--- config.mk ---
export PLATFORM = sky130hd
export DESIGN_NAME = cnn16_prog_loader
export DESIGN_NICKNAME = d
export VERILOG_FILES = /design/src/rtl/cnn16_pkg.sv /design/src/rtl/cnn16_prog_loader.sv
export SDC_FILE = /design/constraint.sdc
export NUM_CORES = 1
export LEC_CHECK = 0
export CAP_MARGIN = 30
export CORE_MARGIN = 2
export CORE_UTILIZATION = 56
export DETAILED_ROUTE_END_ITERATION = 16
export PLACE_DENSITY = 0.8
export SKIP_CTS_REPAIR_TIMING = 1
export SLEW_MARGIN = 15
export SYNTH_ARGS = -nofsm -noshare
export SYNTH_HDL_FRONTEND = slang
export SYNTH_SLANG_ARGS = --single-unit
--- constraint.sdc ---
create_clock -name clkn -period 2.5 [get_ports clkn]
set_input_delay 0.5 -clock clkn [delete_from_list [all_inputs] [get_ports clkn]]
set_output_delay 0.5 -clock clkn [all_outputs]
set_load 0.01 [all_outputs]
--- src/rtl/cnn16_pkg.sv ---
`default_nettype none
// ============================================================================
// Module   : cnn16_pkg
// Purpose  : Shared loader types and defaults for the CNN-16 program loader.
// Revision : 1.0 - initial release
// ============================================================================
package cnn16_pkg;

  localparam int          LOADER_ADDR_W    = 12;
  localparam logic [7:0]  LOADER_SYNC_BYTE = 8'hA5;
  localparam int          WORD_W           = 16;

  typedef enum logic [3:0] {
    ST_IDLE    = 4'd0,
    ST_ADDR_HI = 4'd1,
    ST_ADDR_LO = 4'd2,
    ST_CNT_HI  = 4'd3,
    ST_CNT_LO  = 4'd4,
    ST_DATA_HI = 4'd5,
    ST_DATA_LO = 4'd6,
    ST_WRITE   = 4'd7,
    ST_CHECK   = 4'd8,
    ST_DONE    = 4'd9,
    ST_ERR     = 4'd10
  } loader_state_t;

endpackage
`default_nettype wire

--- src/rtl/cnn16_prog_loader.sv ---
`default_nettype none
// ============================================================================
// Module   : cnn16_prog_loader
// Purpose  : Framed byte-stream loader writing big-endian 16-bit words to RAM.
// Revision : 1.0 - initial release
// ============================================================================
module cnn16_prog_loader
  import cnn16_pkg::*;
#(
  parameter int         ADDR_W    = LOADER_ADDR_W,
  parameter logic [7:0] SYNC_BYTE = LOADER_SYNC_BYTE
) (
  input  logic                clkn,
  input  logic                rstn,
  input  logic [7:0]          rx_data,
  input  logic                rx_valid,
  output logic                rx_ready,
  output logic                mem_sel,
  output logic                mem_we,
  output logic [ADDR_W-1:0]   mem_adr,
  output logic [WORD_W-1:0]   mem_data,
  output logic                load_done,
  output logic                load_err,
  output logic [ADDR_W:0]     words_written
);

  localparam logic [16:0] c_max_cnt = 17'(1) << ADDR_W;

  loader_state_t       r_state, w_state_nxt;
  logic [7:0]          r_addr_hi, r_cnt_hi, r_data_hi, r_csum;
  logic [ADDR_W-1:0]   r_ptr, r_mem_adr;
  logic [15:0]         r_remaining;
  logic [WORD_W-1:0]   r_mem_data;
  logic [ADDR_W:0]     r_words;
  logic                r_we, r_sel, r_done, r_err;

  logic                w_xfer, w_is_sync, w_cnt_zero, w_cnt_big, w_csum_ok;
  logic [16:0]         w_cnt_full;

  assign rx_ready   = (r_state != ST_WRITE);
  assign w_xfer     = rx_valid & rx_ready;
  assign w_is_sync  = (rx_data == SYNC_BYTE);
  assign w_cnt_full = {1'b0, r_cnt_hi, rx_data};
  assign w_cnt_zero = (w_cnt_full == 17'd0);
  assign w_cnt_big  = (w_cnt_full > c_max_cnt);
  assign w_csum_ok  = (rx_data == r_csum);

  always_ff @(posedge clkn or negedge rstn) begin
    if (!rstn) r_state <= ST_IDLE;
    else       r_state <= w_state_nxt;
  end

  always_comb begin
    w_state_nxt = r_state;
    case (r_state)
      ST_IDLE, ST_DONE, ST_ERR: if (w_xfer && w_is_sync) w_state_nxt = ST_ADDR_HI;
      ST_ADDR_HI: if (w_xfer) w_state_nxt = ST_ADDR_LO;
      ST_ADDR_LO: if (w_xfer) w_state_nxt = ST_CNT_HI;
      ST_CNT_HI:  if (w_xfer) w_state_nxt = ST_CNT_LO;
      ST_CNT_LO: begin
        if (w_xfer) begin
          if (w_cnt_zero)     w_state_nxt = ST_CHECK;
          else if (w_cnt_big) w_state_nxt = ST_ERR;
          else                w_state_nxt = ST_DATA_HI;
        end
      end
      ST_DATA_HI: if (w_xfer) w_state_nxt = ST_DATA_LO;
      ST_DATA_LO: if (w_xfer) w_state_nxt = ST_WRITE;
      ST_WRITE:   w_state_nxt = (r_remaining == 16'd1) ? ST_CHECK : ST_DATA_HI;
      ST_CHECK:   if (w_xfer) w_state_nxt = w_csum_ok ? ST_DONE : ST_ERR;
      default:    w_state_nxt = ST_IDLE;
    endcase
  end

  always_ff @(posedge clkn or negedge rstn) begin
    if (!rstn) begin
      r_addr_hi   <= '0;
      r_cnt_hi    <= '0;
      r_data_hi   <= '0;
      r_csum      <= '0;
      r_ptr       <= '0;
      r_mem_adr   <= '0;
      r_remaining <= '0;
      r_mem_data  <= '0;
      r_words     <= '0;
      r_we        <= 1'b0;
      r_sel       <= 1'b0;
      r_done      <= 1'b0;
      r_err       <= 1'b0;
    end else begin
      r_we <= 1'b0;
      if (r_state == ST_WRITE) begin
        r_ptr       <= r_ptr + 1'b1;
        r_words     <= r_words + 1'b1;
        r_remaining <= r_remaining - 16'd1;
      end
      if (w_xfer) begin
        case (r_state)
          ST_IDLE, ST_DONE, ST_ERR: begin
            if (w_is_sync) begin
              r_done  <= 1'b0;
              r_err   <= 1'b0;
              r_words <= '0;
              r_csum  <= '0;
              r_sel   <= 1'b1;
            end
          end
          ST_ADDR_HI: begin
            r_addr_hi <= rx_data;
            r_csum    <= r_csum ^ rx_data;
          end
          ST_ADDR_LO: begin
            r_ptr  <= ADDR_W'({r_addr_hi, rx_data});
            r_csum <= r_csum ^ rx_data;
          end
          ST_CNT_HI: begin
            r_cnt_hi <= rx_data;
            r_csum   <= r_csum ^ rx_data;
          end
          ST_CNT_LO: begin
            r_remaining <= {r_cnt_hi, rx_data};
            r_csum      <= r_csum ^ rx_data;
            if (!w_cnt_zero && w_cnt_big) r_err <= 1'b1;
          end
          ST_DATA_HI: begin
            r_data_hi <= rx_data;
            r_csum    <= r_csum ^ rx_data;
          end
          ST_DATA_LO: begin
            // Address/data latched here so they stay put after the strobe.
            r_mem_data <= {r_data_hi, rx_data};
            r_mem_adr  <= r_ptr;
            r_we       <= 1'b1;
            r_csum     <= r_csum ^ rx_data;
          end
          ST_CHECK: begin
            if (w_csum_ok) begin
              r_done <= 1'b1;
              r_sel  <= 1'b0;
            end else begin
              r_err  <= 1'b1;
            end
          end
          default: ;
        endcase
      end
    end
  end

  assign mem_sel       = r_sel;
  assign mem_we        = r_we;
  assign mem_adr       = r_mem_adr;
  assign mem_data      = r_mem_data;
  assign load_done     = r_done;
  assign load_err      = r_err;
  assign words_written = r_words;

endmodule
`default_nettype wire

==> results.py <==
metrics = {
    "global_route": {
        "grt_pass1_wl_mm": 19.2,
        "first_global_vias": 3923,
        "overflow": 0,
        "grt_max_degree": 58,
        "grt_usage_pct": 24.7,
        "antenna_found_initial": 0,
    },
    "worst_setup_path": {
        "crit_type": "reg -> out",
        "worst_ep_arrival_time_ps": 1840,
        "critPathLaunchType": "flip-flop",
        "worst_ep_required_time_ps": 2000,
        "worst-path-max-fanout": 9,
        "cp-end-kind": "output pin",
    },
    "synth": {
        "synth_top_family_by_area": "simple AND/OR/NAND/NOR gates",
        "synth_compound_area_share_pct": 8.67,
        "async_flop_share_pct": 100,
        "yosysSeqAreaShare_pct": 52.0,
        "yosysWarnings": 0,
        "synth_cells": 477,
        "yosys.area_share.simple_pct": 15.8,
        "yosys.area_share.adder_pct": 0.991,
        "synth_mux_area_share_pct": 11.8,
        "synth_ff_type": "dfrtp_1",
        "syn_avg_cell_area_um2": 10.6,
        "ys_types": 50,
        "synth_area_um2": 5050,
        "synth_xor_area_share_pct": 7.80,
        "synth_nets": 492,
        "ys_ff_latch": 105,
        "synth-edff-count": 0,
    },
    "placement": {
        "io_buffers": 56,
        "gp_congestion": 0.944,
        "hpwl_mm": 8.22,
    },
    "die": {
        "dieWidth_um": 99.0,
        "die_y_um": 99.0,
        "start_util_pct": 57.9,
        "ios": 57,
        "rows": 34,
        "core_um2": 8720,
        "die_area_um2": 9800,
    },
    "timing": {
        "finalSetupTns_ps": 0,
        "max_slew_margin_pct": 67.5,
        "worst_pin_slew_ps": 487,
        "finClkSkew_ps": 14.8,
        "finalHoldViolCount": 0,
        "setup_viol": 0,
        "finalCriticalPeriod_ps": 2340,
        "finalMaxSlewViolations": 0,
        "rsz0062_at_grt": "no",
        "fmax_ghz": 0.427,
        "fin_crit_sh_pct": 93.7,
    },
    "clocking": {
        "clkSlewWorstSetupHoldPaths_ps": 100,
        "numCtsBuffers": 9,
        "clock_sinks": 105,
        "cts_buffer_depth": 2,
        "root_buffer": "clkbuf_8",
        "clock_latency_ps": 380,
        "htree_levels": 3,
        "cts_tree": "built",
    },
    "pwr": {
        "seqPwrFrac_pct": 42.7,
        "power_uw": 7560,
        "powerDensity_nw_per_um2": 1230,
        "p_switching_uw": 2860,
        "p_int_uw": 4700,
        "irDropWorstVdd_mv": 0.695,
        "p_comb_share_pct": 43.6,
        "power_frac_clock_pct": 13.6,
        "p_sw_share_pct": 37.8,
        "leakage_uw": 0.00249,
    },
    "finish": {
        "fill_cells": 630,
        "regArea_um2": 2630,
        "drive_above_1_share_pct": 20.1,
        "nets": 568,
        "area_delta_synth_final_pct": 21.3,
        "multi_input_area_um2": 2290,
        "diodes": 0,
    },
    "drt": {
        "wl_per_cell_um": 17.3,
        "dr.pass1.iters": 4,
        "drtIter0Drc": 185,
        "drt-total-wl_mm": 11.5,
        "vias": 3814,
        "viasPerCell": 5.73,
        "route.detailed.drc": 0,
        "drtAntennaViolNets": 0,
    },
    "run": {
        "maxCapViolCount": 0,
    },
    "min_path": {
        "hold_path_class": "in -> async",
    },
    "run_status": {
        "status": "complete, no violations",
    },
}
[power groups by stage]
stage / Clock, µW / Combinational (µW) / Sequential (µW)
floorplan: 0 / 1920 / 3210
global placement: 0 / 3150 / 3180
detailed placement: 0 / 3290 / 3240
CTS: 1040 / 3310 / 3210
global route: 1110 / 3600 / 3350
finish: 1030 / 3300 / 3230
[registers in the layout (all words and copies together), names as in the netlist]
register	flops
mem_sel	1
mem_we	1
load_done	1
r_state	4
r_addr_hi	4
r_data_hi	8
load_err	1
r_cnt_hi	8
r_ptr	12
r_csum	8
r_remaining	16
mem_data	16
words_written	13
mem_adr	12
[worst paths after layout]
path	from	endpoint	cells past startpoint	slack [ps]
worst max-delay path	r_state[1]$_DFFE_PN0P_	rx_ready	3	160
worst max register to register	r_remaining[10]$_DFF_PN0_	r_state[0]$_DFFE_PN0P_	6	190
worst min register to register	mem_adr[9]$_DFFE_PN0P_	mem_adr[9]$_DFFE_PN0P_	1	500
max in group asynchronous	rstn	r_ptr[7]$_DFF_PN0_	3	1600
min in group clkn	mem_adr[9]$_DFFE_PN0P_	mem_adr[9]$_DFFE_PN0P_	1	500
worst min-delay path	rstn	r_remaining[0]$_DFF_PN0_	1	80
[metrics by stage]
stage / hold slack (ps) / cells / setup WS [ps] / area [µm²] / util, %
3_3_place_gp: 462 / 650 / 138 / 5930 / 68.0
4_1_cts: 97.4 / 666 / 86.4 / 6120 / 70.2
2_1_floorplan: 204 / 477 / 461 / 5050 / -
6_report: 81.7 / 666 / 157 / 6130 / 70.3
3_5_place_dp: 478 / 650 / 85.9 / 5930 / 68.0
5_1_grt: 108 / 666 / 53.4 / 6130 / 70.3
[Yosys cell counts, types with 3 or more instances]
cell type | instances | area share, %
dfrtp_1 | 105 | 52
nor2_1 | 59 | 4.4
mux2_2 | 48 | 11
a21oi_1 | 40 | 4.0
nand2_1 | 34 | 2.5
xnor2_1 | 23 | 4.0
xor2_1 | 22 | 3.8
clkbuf_1 | 21 | 1.6
o21ai_0 | 13 | 1.3
nand3_1 | 11 | 1.1
nand4_1 | 10 | 1.2
inv_1 | 7 | 0.52
nor3_1 | 7 | 0.69
mux2_1 | 5 | 1.1
o21a_1 | 5 | 0.74
buf_2 | 4 | 0.40
ha_1 | 4 | 0.99
nand2b_1 | 4 | 0.50
nor2b_1 | 4 | 0.50
nor4_1 | 4 | 0.50
and3_1 | 3 | 0.37
o21ai_1 | 3 | 0.30
or3_1 | 3 | 0.37
[kinds of logic (layout without fill, tap and decap cells)]
family,count (synthesis),in the layout
AO/OA/AOI/OAI,75,75
adder cells (fa/ha/maj),4,4
XOR/XNOR,45,45
flip-flops,105,105
AND/OR/NAND/NOR,159,159
buffers and inverters,36,117
multiplexers,53,53
[routing by layer]
metal  track usage, %  wire, µm  vias to the layer above
li1                 -         -                     1799
met2             40.3      5610                      100
met5                0         0                        -
met1             33.9      5140                     1901
met4             7.38       187                        0
met3             4.68       562                       14
[final cells by class]
type                            instances  share of cell area, %
Tap cell                              108                   2.20
Clock buffer                           10                   2.08
Clock inverter                          6                  0.960
Sequential cell                       105                   42.9
Inverter                                8                  0.531
Timing Repair Buffer                   93                   14.0
Multi-Input combinational cell        336                   37.3
[worst max-delay path, stage by stage (launching register included)]
cell             delay, ps
dfrtp_1                500
and4b_1                290
inv_4                  130
clkdlybuf4s50_1        550
[layout by cell type, fill, tap and decap left out, types with 5 or more instances in the layout]
| cell type | count |
|---|---|
| dfrtp_1 | 105 |
| mux2_1 | 5 |
| buf_4 | 36 |
| xnor2_1 | 23 |
| clkdlybuf4s50_1 | 55 |
| nand2_1 | 34 |
| nand3_1 | 11 |
| mux2_2 | 48 |
| nor2_1 | 59 |
| o21ai_0 | 13 |
| xor2_1 | 22 |
| inv_1 | 7 |
| nand4_1 | 10 |
| nor3_1 | 7 |
| o21a_1 | 5 |
| a21oi_1 | 40 |
| clkbuf_8 | 9 |
(Power assumes the default switching activity.)
